===== config.mk =====
export PLATFORM = sky130hd
export DESIGN_NAME = bp_update_sched
export DESIGN_NICKNAME = d
export VERILOG_FILES = /design/src/rtl/bp_update_sched_pkg.sv /design/src/rtl/bp_update_sched_rr_arbiter.sv /design/src/rtl/bp_update_sched.sv
export SDC_FILE = /design/constraint.sdc
export NUM_CORES = 1
export LEC_CHECK = 0
export ABC_CLOCK_PERIOD_IN_PS = 6300
export CAP_MARGIN = 30
export CORE_UTILIZATION = 31
export CTS_CLUSTER_SIZE = 16
export DETAILED_ROUTE_END_ITERATION = 12
export HOLD_SLACK_MARGIN = 0.03
export RECOVER_POWER = 50
export SETUP_SLACK_MARGIN = 0.1
export SLEW_MARGIN = 20
export SYNTH_ARGS = -nofsm -noshare
export SYNTH_HDL_FRONTEND = slang
export SYNTH_SLANG_ARGS = --single-unit

===== constraint.sdc =====
create_clock -name CLK -period 6.3 [get_ports CLK]
set_input_delay 0.945 -clock CLK [delete_from_list [all_inputs] [get_ports CLK]]
set_output_delay 0.945 -clock CLK [all_outputs]
set_load 0.1 [all_outputs]

===== src/rtl/bp_update_sched_pkg.sv =====
// Shared types for the branch-predictor update scheduler.
package bp_update_sched_pkg;

  localparam int unsigned WORD_W = 32;

  typedef logic [WORD_W-1:0] word_t;

  // One resolved-branch update as queued for the predictor.
  typedef struct packed {
    word_t pc;
    word_t bt;
    logic  taken;
  } bp_update_t;

  localparam int unsigned BP_UPDATE_W = $bits(bp_update_t);

endpackage


===== src/rtl/bp_update_sched_rr_arbiter.sv =====
// Round-robin arbiter: one-hot grant, search starts after the last advanced grant.
module rr_arbiter #(
  parameter int unsigned N = 2
) (
  input  logic         CLK,
  input  logic         rst,
  input  logic [N-1:0] req,
  input  logic         advance,
  output logic [N-1:0] grant
);

  localparam int unsigned PW = (N > 1) ? $clog2(N) : 1;

  logic [PW-1:0] ptr;
  logic [PW-1:0] scan_idx;
  logic [PW-1:0] grant_idx;
  logic [PW-1:0] ptr_nxt;
  logic          found;

  // Scan requesters from ptr, wrapping mod N, and grant the first valid one.
  always_comb begin
    grant     = '0;
    grant_idx = '0;
    found     = 1'b0;
    scan_idx  = ptr;
    for (int unsigned i = 0; i < N; i++) begin
      if (!found && req[scan_idx]) begin
        found           = 1'b1;
        grant[scan_idx] = 1'b1;
        grant_idx       = scan_idx;
      end
      scan_idx = (scan_idx == PW'(N - 1)) ? '0 : scan_idx + PW'(1);
    end
    ptr_nxt = (grant_idx == PW'(N - 1)) ? '0 : grant_idx + PW'(1);
  end

  // Pointer moves past the granted index only when the grant is actually taken.
  always_ff @(posedge CLK) begin
    if (rst) begin
      ptr <= '0;
    end else if (advance && found) begin
      ptr <= ptr_nxt;
    end
  end

endmodule


===== src/rtl/bp_update_sched.sv =====
// Funnels branch-resolution updates from NREQ units into the single predictor update port.
module bp_update_sched
  import bp_update_sched_pkg::*;
#(
  parameter int unsigned NREQ  = 2,
  parameter int unsigned DEPTH = 4
) (
  input  logic                     CLK,
  input  logic                     rst,
  input  logic                     flush,
  input  logic [NREQ-1:0]          req_valid,
  output logic [NREQ-1:0]          req_ready,
  input  logic [NREQ*WORD_W-1:0]   req_pc,
  input  logic [NREQ*WORD_W-1:0]   req_bt,
  input  logic [NREQ-1:0]          req_taken,
  input  logic                     upd_ready,
  output logic [WORD_W-1:0]        pc_res,
  output logic [WORD_W-1:0]        bt_res,
  output logic                     taken_res,
  output logic                     enable_res,
  output logic [$clog2(DEPTH):0]   occupancy
);

  localparam int unsigned AW = $clog2(DEPTH);
  localparam int unsigned OW = AW + 1;

  bp_update_t     mem [DEPTH];
  logic [AW-1:0]  rd_ptr;
  logic [AW-1:0]  wr_ptr;
  logic [OW-1:0]  occ_q;

  logic [NREQ-1:0] grant;
  logic            can_accept;
  logic            push;
  logic            pop;
  bp_update_t      push_data;
  bp_update_t      head;

  rr_arbiter #(
    .N (NREQ)
  ) u_arb (
    .CLK     (CLK),
    .rst     (rst),
    .req     (req_valid),
    .advance (push),
    .grant   (grant)
  );

  // Accept/drain qualification; a full FIFO never accepts even if it pops this cycle.
  always_comb begin
    can_accept = (occ_q < OW'(DEPTH)) && !flush && !rst;
    push       = can_accept && (|grant);
    req_ready  = can_accept ? grant : '0;
    pop        = (occ_q != '0) && upd_ready && !flush && !rst;
  end

  // Select the granted requester's payload.
  always_comb begin
    push_data = '0;
    for (int unsigned i = 0; i < NREQ; i++) begin
      if (grant[i]) begin
        push_data.pc    = req_pc[i*WORD_W +: WORD_W];
        push_data.bt    = req_bt[i*WORD_W +: WORD_W];
        push_data.taken = req_taken[i];
      end
    end
  end

  // Head presented combinationally; zeroed while empty so stale entries never leak.
  always_comb begin
    head       = (occ_q != '0) ? mem[rd_ptr] : '0;
    pc_res     = head.pc;
    bt_res     = head.bt;
    taken_res  = head.taken;
    enable_res = pop;
    occupancy  = occ_q;
  end

  // Pointers and count; reset and flush both discard every queued entry.
  always_ff @(posedge CLK) begin
    if (rst || flush) begin
      rd_ptr <= '0;
      wr_ptr <= '0;
      occ_q  <= '0;
    end else begin
      if (push) wr_ptr <= wr_ptr + AW'(1);
      if (pop)  rd_ptr <= rd_ptr + AW'(1);
      case ({push, pop})
        2'b10:   occ_q <= occ_q + OW'(1);
        2'b01:   occ_q <= occ_q - OW'(1);
        default: occ_q <= occ_q;
      endcase
    end
  end

  // Entry storage; written on the accepting edge, no reset needed.
  always_ff @(posedge CLK) begin
    if (push) begin
      mem[wr_ptr] <= push_data;
    end
  end

endmodule


======== Yosys cells after proc, flatten, opt, wreduce, memory -nomap -nowiden ========
Memory sizes are Yosys's and may differ from the RTL's. A register that Yosys moved wholly into a read port is not among the register bits.
Cells that the tools add are included.
storage, ports and cells
  register bits ........................... 8
  bits in writable memories ............... 260
  bits of input ports ..................... 136
  output and inout port bits .............. 71
  word-level logic and storage cells ...... 61
  memories ................................ 1
operators by class
  add/subtract/negate cells ............... 6
  magnitude comparators ................... 5
  eq/ne operators ......................... 2
  muxes and demuxes ....................... 25
  bitwise logic cells ..................... 1
  reduce and logical (&&, ||, !) cells .... 17
memory list
  name  words  width  read ports  clocked after memory_dff  write ports  line                   RTL
  mem   4      65     1           1                         1            bp_update_sched.sv:27  bp_update_t mem [DEPTH];
operators with widths
  kind                                                         count
  two-way mux 65 bit                                           3
  two-way mux 1 bit                                            14
  logical AND 1 bit                                            10
  two-way mux 2 bit                                            5
  one-hot mux 3 bit (2 select lines)                           1
  adder 2 x 1 -> 2 bit (second input constant)                 2
  less-than comparator 1 x 2 -> 1 bit (second input constant)  2
  adder 3 x 1 -> 3 bit (second input constant)                 1
  zero test 1 bit                                              3
  less-than comparator 3 bit (second input constant)           1
  nonzero test 3 bit                                           1
  subtractor 3 x 1 -> 3 bit (second input constant)            1
  adder 1 bit (second input constant)                          2
  demux 1 bit (select 1 bit)                                   2
  == test 2 x 1 -> 1 bit (second input constant)               1
  == test 2 bit (second input constant)                        1
  greater-or-equal comparator 1 bit (second input constant)    2
  OR 2 bit                                                     1
  nonzero test 2 bit                                           1
  OR reduction 2 bit                                           1
  logical OR 1 bit                                             1

======== Longest topological paths before layout ========
Gate-level depths: netlist of the first run.
  depth in word-level cells ............... 12
  mapped depth ............................ 10
  mapped depth without buffers ............ 9

======== Modules after synthesis ========
From an unflattened synthesis of the first run, not the netlist that was laid out.
unflattened totals
  cells, all modules ...................... 555
  area, all modules ....................... 11006.8 um^2
by module, submodules not included
  module           times used  cells an instance  area each (um^2)  sequential area each (um^2)
  bp_update_sched  1           548                10941.7           7987.7
  rr_arbiter       1           7                  65.1              20.0

======== Worst setup path after synthesis of the first run ========
Ideal clock, no wire load.
  path type ............................... input-to-output
  start point ............................. input req_valid[0]
  end point ............................... output req_ready[0]
  arrival time ............................ 3.762 ns
  required time ........................... 5.355 ns
  slack ................................... 1.593 ns
  stages .................................. 4
  buffers on the path ..................... 2
  cell sequence ........................... a21boi_1 > buf_2 > buf_2 > nor3b_1
on the way
  longest elaborated chain between the ends .. 7
  elaborated cells on any way between the ends .. 11
  those cells by class .................... mux (8); bitwise (1); reduce/logical (2)
RTL lines
  what                                                  line                              RTL
  start: declaration                                    bp_update_sched.sv:11             input logic [NREQ-1:0] req_valid,
  two-way mux 1 bit (implied by the code) (2 in a row)  bp_update_sched_rr_arbiter.sv:27  if (!found && req[scan_idx]) begin
  two-way mux 1 bit                                     bp_update_sched_rr_arbiter.sv:27
  zero test 1 bit                                       bp_update_sched_rr_arbiter.sv:27
  logical AND 1 bit                                     bp_update_sched_rr_arbiter.sv:27
  two-way mux 2 bit (*)                                 bp_update_sched_rr_arbiter.sv:27
  two-way mux 2 bit (*)                                 bp_update_sched.sv:53             req_ready = can_accept ? grant : '0;
  end: declaration                                      bp_update_sched.sv:12             output logic [NREQ-1:0] req_ready,
Mark *: on every way between the ends. The rest lies on a longest branch, timed or not. The select of a mux whose other input is x is not followed.

======== Worst setup path in the final report of the first run ========
  start point ............................. input flush
  end point ............................... memory mem[3][2] (netlist name), enable pin
on the way
  longest elaborated chain between the ends .. 6
RTL lines
  what                                     line                   RTL
  start: declaration                       bp_update_sched.sv:10  input logic flush,
  zero test 1 bit                          bp_update_sched.sv:51  can_accept = (occ_q < OW'(DEPTH)) && !flush && !rst;
  logical AND 1 bit (2 in a row)           bp_update_sched.sv:51
  logical AND 1 bit                        bp_update_sched.sv:52  push = can_accept && (|grant);
  two-way mux 1 bit                        bp_update_sched.sv:98  if (push) begin
  two-way mux 1 bit (implied by the code)  bp_update_sched.sv:99  mem[wr_ptr] <= push_data;
  end: declaration                         bp_update_sched.sv:27
Every way passes these cells.

==> summary.txt, run 1 <==
Status
  • Status: finished, violations left
  • Failing checks: max-capacitance violations, max-slew violations

Logic synthesis
  • Unique masters post-synth: 29
  • Synthesized area per cell: approximately 20 um2
  • Main synth FF type: edfxtp_1
  • Mapped Nets: roughly 700
  • Asr flop ratio synth: 0%
  • Cells after Synth: about 560
  • Area of the mapped netlist: 11020 um2
  • Post-synth EDFFs: 260
  • Seq cells post-synth: 270
  • Post-synthesis sequential area ratio: 72.64%
  • Synth Warn #: 0

Clock tree
  • Postcts setup bufs: 0
  • Clock buffer depth: 3
  • Clock Sink Count: 270
  • Clock transition at path regs: about 0.060 ns
  • Hold buffers post-CTS: 0
  • Num CTS Buffers: 29
  • Worst skew pair latency: approximately 0.54 ns
  • # resized after CTS: 0
  • CTS tree: done
  • H-tree lvl count: 1
  • Root buffer cell: clkbuf_16

Layout
  • Post-layout util: between 40% and 50%
  • Area grow syn2layout: 31.80%
  • Filler cell count: ~3100
  • Most frequent cells in the layout: edfxtp_1 (260), clkdlybuf4s50_1 (204), a22o_1 (65), mux4_2 (65), nor2b_1 (65)
  • Fin nets: 910
  • Finished layout cell area: approximately 15000 um2
  • Final Non-Filler Cells: between 1000 and 1500
  • Antenna cells: 0
  • Most common cell after layout, fill and taps aside: edfxtp_1
  • Layout cell share with drive strength beyond 1: approximately 16%

Detailed routing
  • First-pass iteration count of the detailed router: 4
  • WL per Instance: between 15 and 20 um
  • Vias: 5876
  • Initial DRC count: about 260
  • Total Wirelength: around 23 mm
  • DRT antenna net count: 0
  • Vias/cell: about 4.7
  • Drt drc: 0

Floorplanning
  • Row count: ~70
  • Die width: 190.6 um
  • Die area: between 30000 and 40000 um2
  • IO Pins: 207
  • Die H: roughly 190 um
  • Core area: between 30000 and 40000 um2
  • Starting Density: a little under a third

STA
  • Final Setup Violations: 0
  • Max Freq: about 0.20 GHz
  • Worst Clk Skew: 0.01526 ns
  • Max-slew violation count: 136
  • RSZ-0062 raised after global routing: no
  • Slew @ Worst Pin: a little over 3 ns
  • Worst relative slew slack: -101.3%
  • Final TNS setup: 0 ns
  • Crit share post-route: between 70% and 80%
  • Hold Fails Final Rpt: 0
  • Final worst slack: 1.303 ns
  • Worst Hold Slack: 0.5062 ns
  • Minimum clock period: approximately 5.0 ns

Place
  • Final GP Congestion: ~0.74
  • IO buf count: ~210
  • Placed cell area: between 10000 and 15000 um2
  • Placed cells: around 1200
  • Place WS: 2.201 ns
  • Placed wire-length estimate: ~14 mm

Pwr
  • Power after layout: ~4 mW
  • P_sw: just under 0.9 mW
  • Pwr dens: 275.0 nW/um2
  • Combinational Power Share: 8.8%
  • Peak VDD IR: 170.7 uV
  • Leakage: 4.580 nW
  • Switching share of total power: roughly 22%
  • Clock power share: ~40%
  • Seq pwr share: 50.9%
  • Internal power: 3.128 mW

Global route
  • Tot GR Track Use: about 12%
  • Largest net degree at the start of global routing: 66
  • Antenna violations before repair: 0
  • Gr ovfl total: 0
  • Global-route wire length before repair: 34.62 mm
  • Vias in the first global route: 6081

Run
  • Max Cap Viol: 3

Setup path
  • CP endpoint: mem[3][2]$_DFFE_PP_
  • Worst Setup End Kind: flip-flop
  • Flop2flop setup slack: approximately 1.8 ns
  • Worst Setup SP: flush
  • Crit path required time: approximately 6.5 ns
  • Critical path class: in2reg
  • Worst reg-to-reg path cell count: 4
  • R2r startpoint: occupancy[2]$_SDFFE_PP0P_
  • R2R Path End: mem[3][2]$_DFFE_PP_
  • Worst EP arrival: 5.17 ns
  • Critical path peak fanout: 37
  • Crit path launch type: input pin

Worst hold path
  • Hold WC Path Type: reg2reg
  • Hold Crit Start: rd_ptr[1]$_SDFFE_PP0P_
## registers in the layout (all words and copies together) (netlist names), named ones only
name and count:
rd_ptr 2, mem 260, occupancy 3, wr_ptr 2
## worst min-delay path by stage
stage	slack (ns)	endpoint	cells after the start
after floorplan	0.45	flip-flop	2
after global placement	0.47	flip-flop	2
after detailed placement	0.49	flip-flop	2
after CTS	0.50	flip-flop	2
after global routing	0.53	flip-flop	2
final	0.51	flip-flop	2
## cell type report
| cell class | instances | area, um2 | share of cell area [%] |
|---|---|---|---|
| Tap cell | 455 | 569.3 | 3.918 |
| Clock inverter | 17 | 138.9 | 0.9559 |
| Timing Repair Buffer | 218 | 2241 | 15.42 |
| Inverter | 7 | 26.28 | 0.1808 |
| Multi-Input combinational cell | 242 | 2766 | 19.04 |
| Sequential cell | 270 | 8015 | 55.17 |
| Clock buffer | 36 | 772.0 | 5.313 |
## synthesized netlist by cell type (2+ instances only)
cell type / n / area (um2)
or3_1: 2 / 12.51
nor2b_1: 65 / 406.6
o21ai_0: 2 / 10.01
xor2_1: 3 / 26.28
and2_1: 5 / 31.28
buf_6: 7 / 78.83
o31ai_1: 3 / 22.52
mux4_2: 65 / 1464
clkbuf_1: 7 / 26.28
inv_1: 7 / 26.28
edfxtp_1: 260 / 7807
nand2_1: 3 / 11.26
a21oi_1: 4 / 20.02
dfxtp_1: 10 / 200.2
nor2_1: 10 / 37.54
buf_2: 22 / 110.1
ha_1: 5 / 62.56
a22o_1: 65 / 569.3
## power groups by stage
stage | registers [mW] | logic, mW | clock network [mW]
2_1_floorplan | 2.07 | 0.202 | 0
3_3_place_gp | 2.07 | 0.349 | 0
3_5_place_dp | 2.07 | 0.357 | 0
4_1_cts | 2.03 | 0.358 | 1.66
5_1_grt | 2.03 | 0.375 | 1.73
6_report | 2.03 | 0.350 | 1.61
## layer usage
metal	wire length [um]	global-route usage [%]
met1	9487	15.39
met2	11590	22.10
met3	1325	2.319
met4	454	3.415
met5	0	0
## worst max-delay path, cell delays in order
cell and delay (ns):
dlygate4sd3_1 0.59, or3_1 0.38, nor2_1 0.37, and2_0 2.16
buf_4 0.70
## kinds of logic after synthesis
group	synth area share, %
flip-flops	72.64
AND/OR/NAND/NOR	4.983
AO/OA/AOI/OAI	5.778
multiplexers	13.37
buffers and inverters	2.236
adder cells (fa/ha/maj)	0.7492
XOR/XNOR	0.2384
No activity file was read; power rests on OpenSTA's default activity.
==> run 2, diff against run 1 <==
--- a/config.mk
+++ b/config.mk
@@ -5,7 +5,7 @@
 export SDC_FILE = /design/constraint.sdc
 export NUM_CORES = 1
 export LEC_CHECK = 0
-export ABC_CLOCK_PERIOD_IN_PS = 6300
+export ABC_CLOCK_PERIOD_IN_PS = 5000
 export CAP_MARGIN = 30
 export CORE_UTILIZATION = 31
 export CTS_CLUSTER_SIZE = 16
==> constraint.sdc (replaced) <==
create_clock -name CLK -period 5 [get_ports CLK]
set_input_delay 0.75 -clock CLK [delete_from_list [all_inputs] [get_ports CLK]]
set_output_delay 0.75 -clock CLK [all_outputs]
set_load 0.1 [all_outputs]
==> summary.txt, run 2 (synthesized netlist as in run 1, its figures left out) <==
Clock tree
  • Clock transition at path regs: 0.06 ns (about the same)
  • Clock Sink Count: 270 (unchanged)
  • Worst skew pair latency: 0.54 ns (about the same)
  • Postcts setup bufs: 0 (unchanged)
  • CTS tree: done
  • Root buffer cell: clkbuf_16
  • H-tree lvl count: 1 (unchanged)
  • # resized after CTS: 0 (unchanged)
  • Clock buffer depth: 3 (unchanged)
  • Num CTS Buffers: 28 (-3.4%)
  • Hold buffers post-CTS: 0 (unchanged)

STA
  • Max-slew violation count: 129 (-5.1%)
  • Worst Clk Skew: 0.02428 ns (+0.009023 ns)
  • Hold Fails Final Rpt: 0 (unchanged)
  • Minimum clock period: between 4 and 5 ns
  • Slew @ Worst Pin: 3.135 ns (+0.1144 ns)
  • Final worst slack: 0.7658 ns (-0.5368 ns)
  • Final Setup Violations: 0 (unchanged)
  • RSZ-0062 raised after global routing: no
  • Worst relative slew slack: -109.0% (-7.6 points)
  • Max Freq: ~0.24 GHz
  • Crit share post-route: a little over four fifths
  • Final TNS setup: 0 ns (unchanged)

Detailed routing
  • Initial DRC count: 287 (+10%)
  • Vias: 5858 (-0.31%)
  • First-pass iteration count of the detailed router: 5 (+1)
  • DRT antenna net count: 0 (unchanged)
  • Vias/cell: 4.720 (about the same)
  • Highest Signal Layer: met4
  • DR WL met2: 11.92 mm (+2.9%)
  • Total Wirelength: 23.44 mm (+2.5%)
  • Drt drc: 0 (unchanged)
  • WL per Instance: 18.89 um (+2.9%)
  • Wire length on met1: 10.03 mm (+5.8%)
  • WL met3: 999 um (-25%)

Worst hold path
  • Hold Crit Start: rd_ptr[1]$_SDFFE_PP0P_
  • Hold WC Path Type: reg2reg

Setup path
  • Critical path depth: 4 (-1)
  • R2R Path End: mem[0][29]$_DFFE_PP_
  • Worst Setup End Kind: output pin
  • Worst Setup SP: occupancy[2]$_SDFFE_PP0P_
  • CP endpoint: bt_res[0]
  • CP delay by family, top: buffers and inverters
  • Crit path launch type: flip-flop
  • Crit path required time: 4.25 ns (-2.22 ns)
  • R2r startpoint: occupancy[2]$_SDFFE_PP0P_
  • CP Buf/Inv Count: 2 (unchanged)
  • Slowest CP cell: clkdlybuf4s50_1
  • Worst EP arrival: 3.48 ns (-1.69 ns)
  • Critical path class: reg2out
  • Critical path peak fanout: 27 (-27%)
  • Critical Path Max Stage Delay: 1.05 ns (-1.11 ns)
  • Critical Path, Cell by Cell: nor3_4 > clkbuf_1 > nor2b_1 > clkdlybuf4s50_1
  • Flop2flop setup slack: 1.08 ns (-0.73 ns)
  • Worst reg-to-reg path cell count: 4 (unchanged)

Global route
  • Antenna violations before repair: 0 (unchanged)
  • Tot GR Track Use: 12.89% (+0.45 points)
  • Gr ovfl total: 0 (unchanged)
  • Largest net degree at the start of global routing: 66 (unchanged)
  • Vias in the first global route: 6108 (+0.44%)
  • Global-route wire length before repair: 35.62 mm (+2.9%)

Floorplanning
  • IO Pins: 207 (unchanged)
  • Die area: 36320 um2 (unchanged)
  • Die H: 190.6 um (unchanged)
  • Core area: 34800 um2 (unchanged)
  • Row count: 68 (unchanged)
  • Die width: 190.6 um (unchanged)
  • Starting Density: 31.68% (unchanged)

Status
  • Failing checks: max-capacitance violations, max-slew violations
  • Status: finished, violations left

Pwr
  • Peak VDD IR: 285.5 uV (+67%)
  • Internal power: 3.957 mW (+27%)
  • P_sw: 1.063 mW (+22%)
  • Seq pwr share: 51.0% (about the same)
  • Combinational Power Share: 8.8% (about the same)
  • Leakage: 4.544 nW (-0.78%)
  • Clock power share: 40.2% (-0.2 points)
  • Pwr dens: 346.5 nW/um2 (+26%)
  • Switching share of total power: 21.17% (-0.56 points)

Place
  • Final GP Congestion: 0.7460 (+0.87%)
  • Place WS: 1.315 ns (-0.8865 ns)
  • IO buf count: 206 (unchanged)
  • Placed wire-length estimate: 13.89 mm (-0.30%)

Layout
  • Fin nets: 908 (-0.22%)
  • Area grow syn2layout: 31.43%
  • Most common cell after layout, fill and taps aside: edfxtp_1
  • Max FFs per register: 260 (unchanged)
  • Antenna cells: 0 (unchanged)
  • Filler cell count: 3127 (+0.48%)
  • Most frequent cells in the layout: edfxtp_1 (260), clkdlybuf4s50_1 (202), a22o_1 (65), mux4_2 (65), nor2b_1 (65)
  • Largest reg by FF count: mem
  • Layout cell share with drive strength beyond 1: 15.01% (-0.81 points)

Run
  • Max Cap Viol: 3 (unchanged)
-- run 2: cell count changes in the layout (fill, tap and decap cells not counted), moves of 3 or more --
cell	delta
buf_12	+4
buf_16	-3
clkbuf_1	+6
clkinv_2	-5
-- run 2: final cells by class --
| cell class | count | area [um2] | area share (%) |
|---|---|---|---|
| Clock inverter | 11 | 126.4 | 0.8723 |
| Sequential cell | 270 | 8015 | 55.32 |
| Timing Repair Buffer | 217 | 2210 | 15.25 |
| Inverter | 7 | 26.28 | 0.1814 |
| Multi-Input combinational cell | 242 | 2778 | 19.17 |
| Tap cell | 455 | 569.3 | 3.930 |
| Clock buffer | 39 | 763.2 | 5.268 |
-- run 2: power groups by stage --
stage / Sequential, mW / Combinational (mW) / Clock, mW
floorplan: 2.61 / 0.254 / 0
global placement: 2.61 / 0.445 / 0
detailed placement: 2.61 / 0.451 / 0
CTS: 2.56 / 0.452 / 2.08
global route: 2.56 / 0.473 / 2.15
finish: 2.56 / 0.441 / 2.02
-- run 2: how the worst min path moves through the flow --
stage                           end  slack (ns)  depth (start not counted)
after floorplan           flip-flop        0.45                          2
after global placement    flip-flop        0.48                          2
after detailed placement  flip-flop        0.49                          2
after CTS                 flip-flop        0.51                          2
after global routing      flip-flop        0.54                          2
final                     flip-flop        0.50                          2
-- run 2: metal layers --
layer  GRT usage (%)  up-vias
met5               0        -
met4           2.985        0
met3           2.172       32
met2           23.27      148
met1           15.99     2982
li1                -     2696
-- run 2: metrics by stage --
| step | instances | power [mW] | util, % | hold WS, ns | area (um2) |
|---|---|---|---|---|---|
| after global routing | 1241 | 5.188 | 41.63 | 0.5356 | 14490 |
| after floorplan | 556 | 2.862 | - | 0.4461 | 11020 |
| after CTS | 1241 | 5.089 | 41.72 | 0.5055 | 14520 |
| final | 1241 | 5.020 | 41.63 | 0.4952 | 14490 |
| after detailed placement | 1191 | 3.059 | 39.16 | 0.4922 | 13630 |
| after global placement | 1190 | 3.051 | 39.10 | 0.4782 | 13610 |
-- run 2: worst min-delay path, cell delays in order (launching register included) --
cell and delay, ns:
dfxtp_1 0.31, o21ai_0 0.07, a21oi_1 0.07
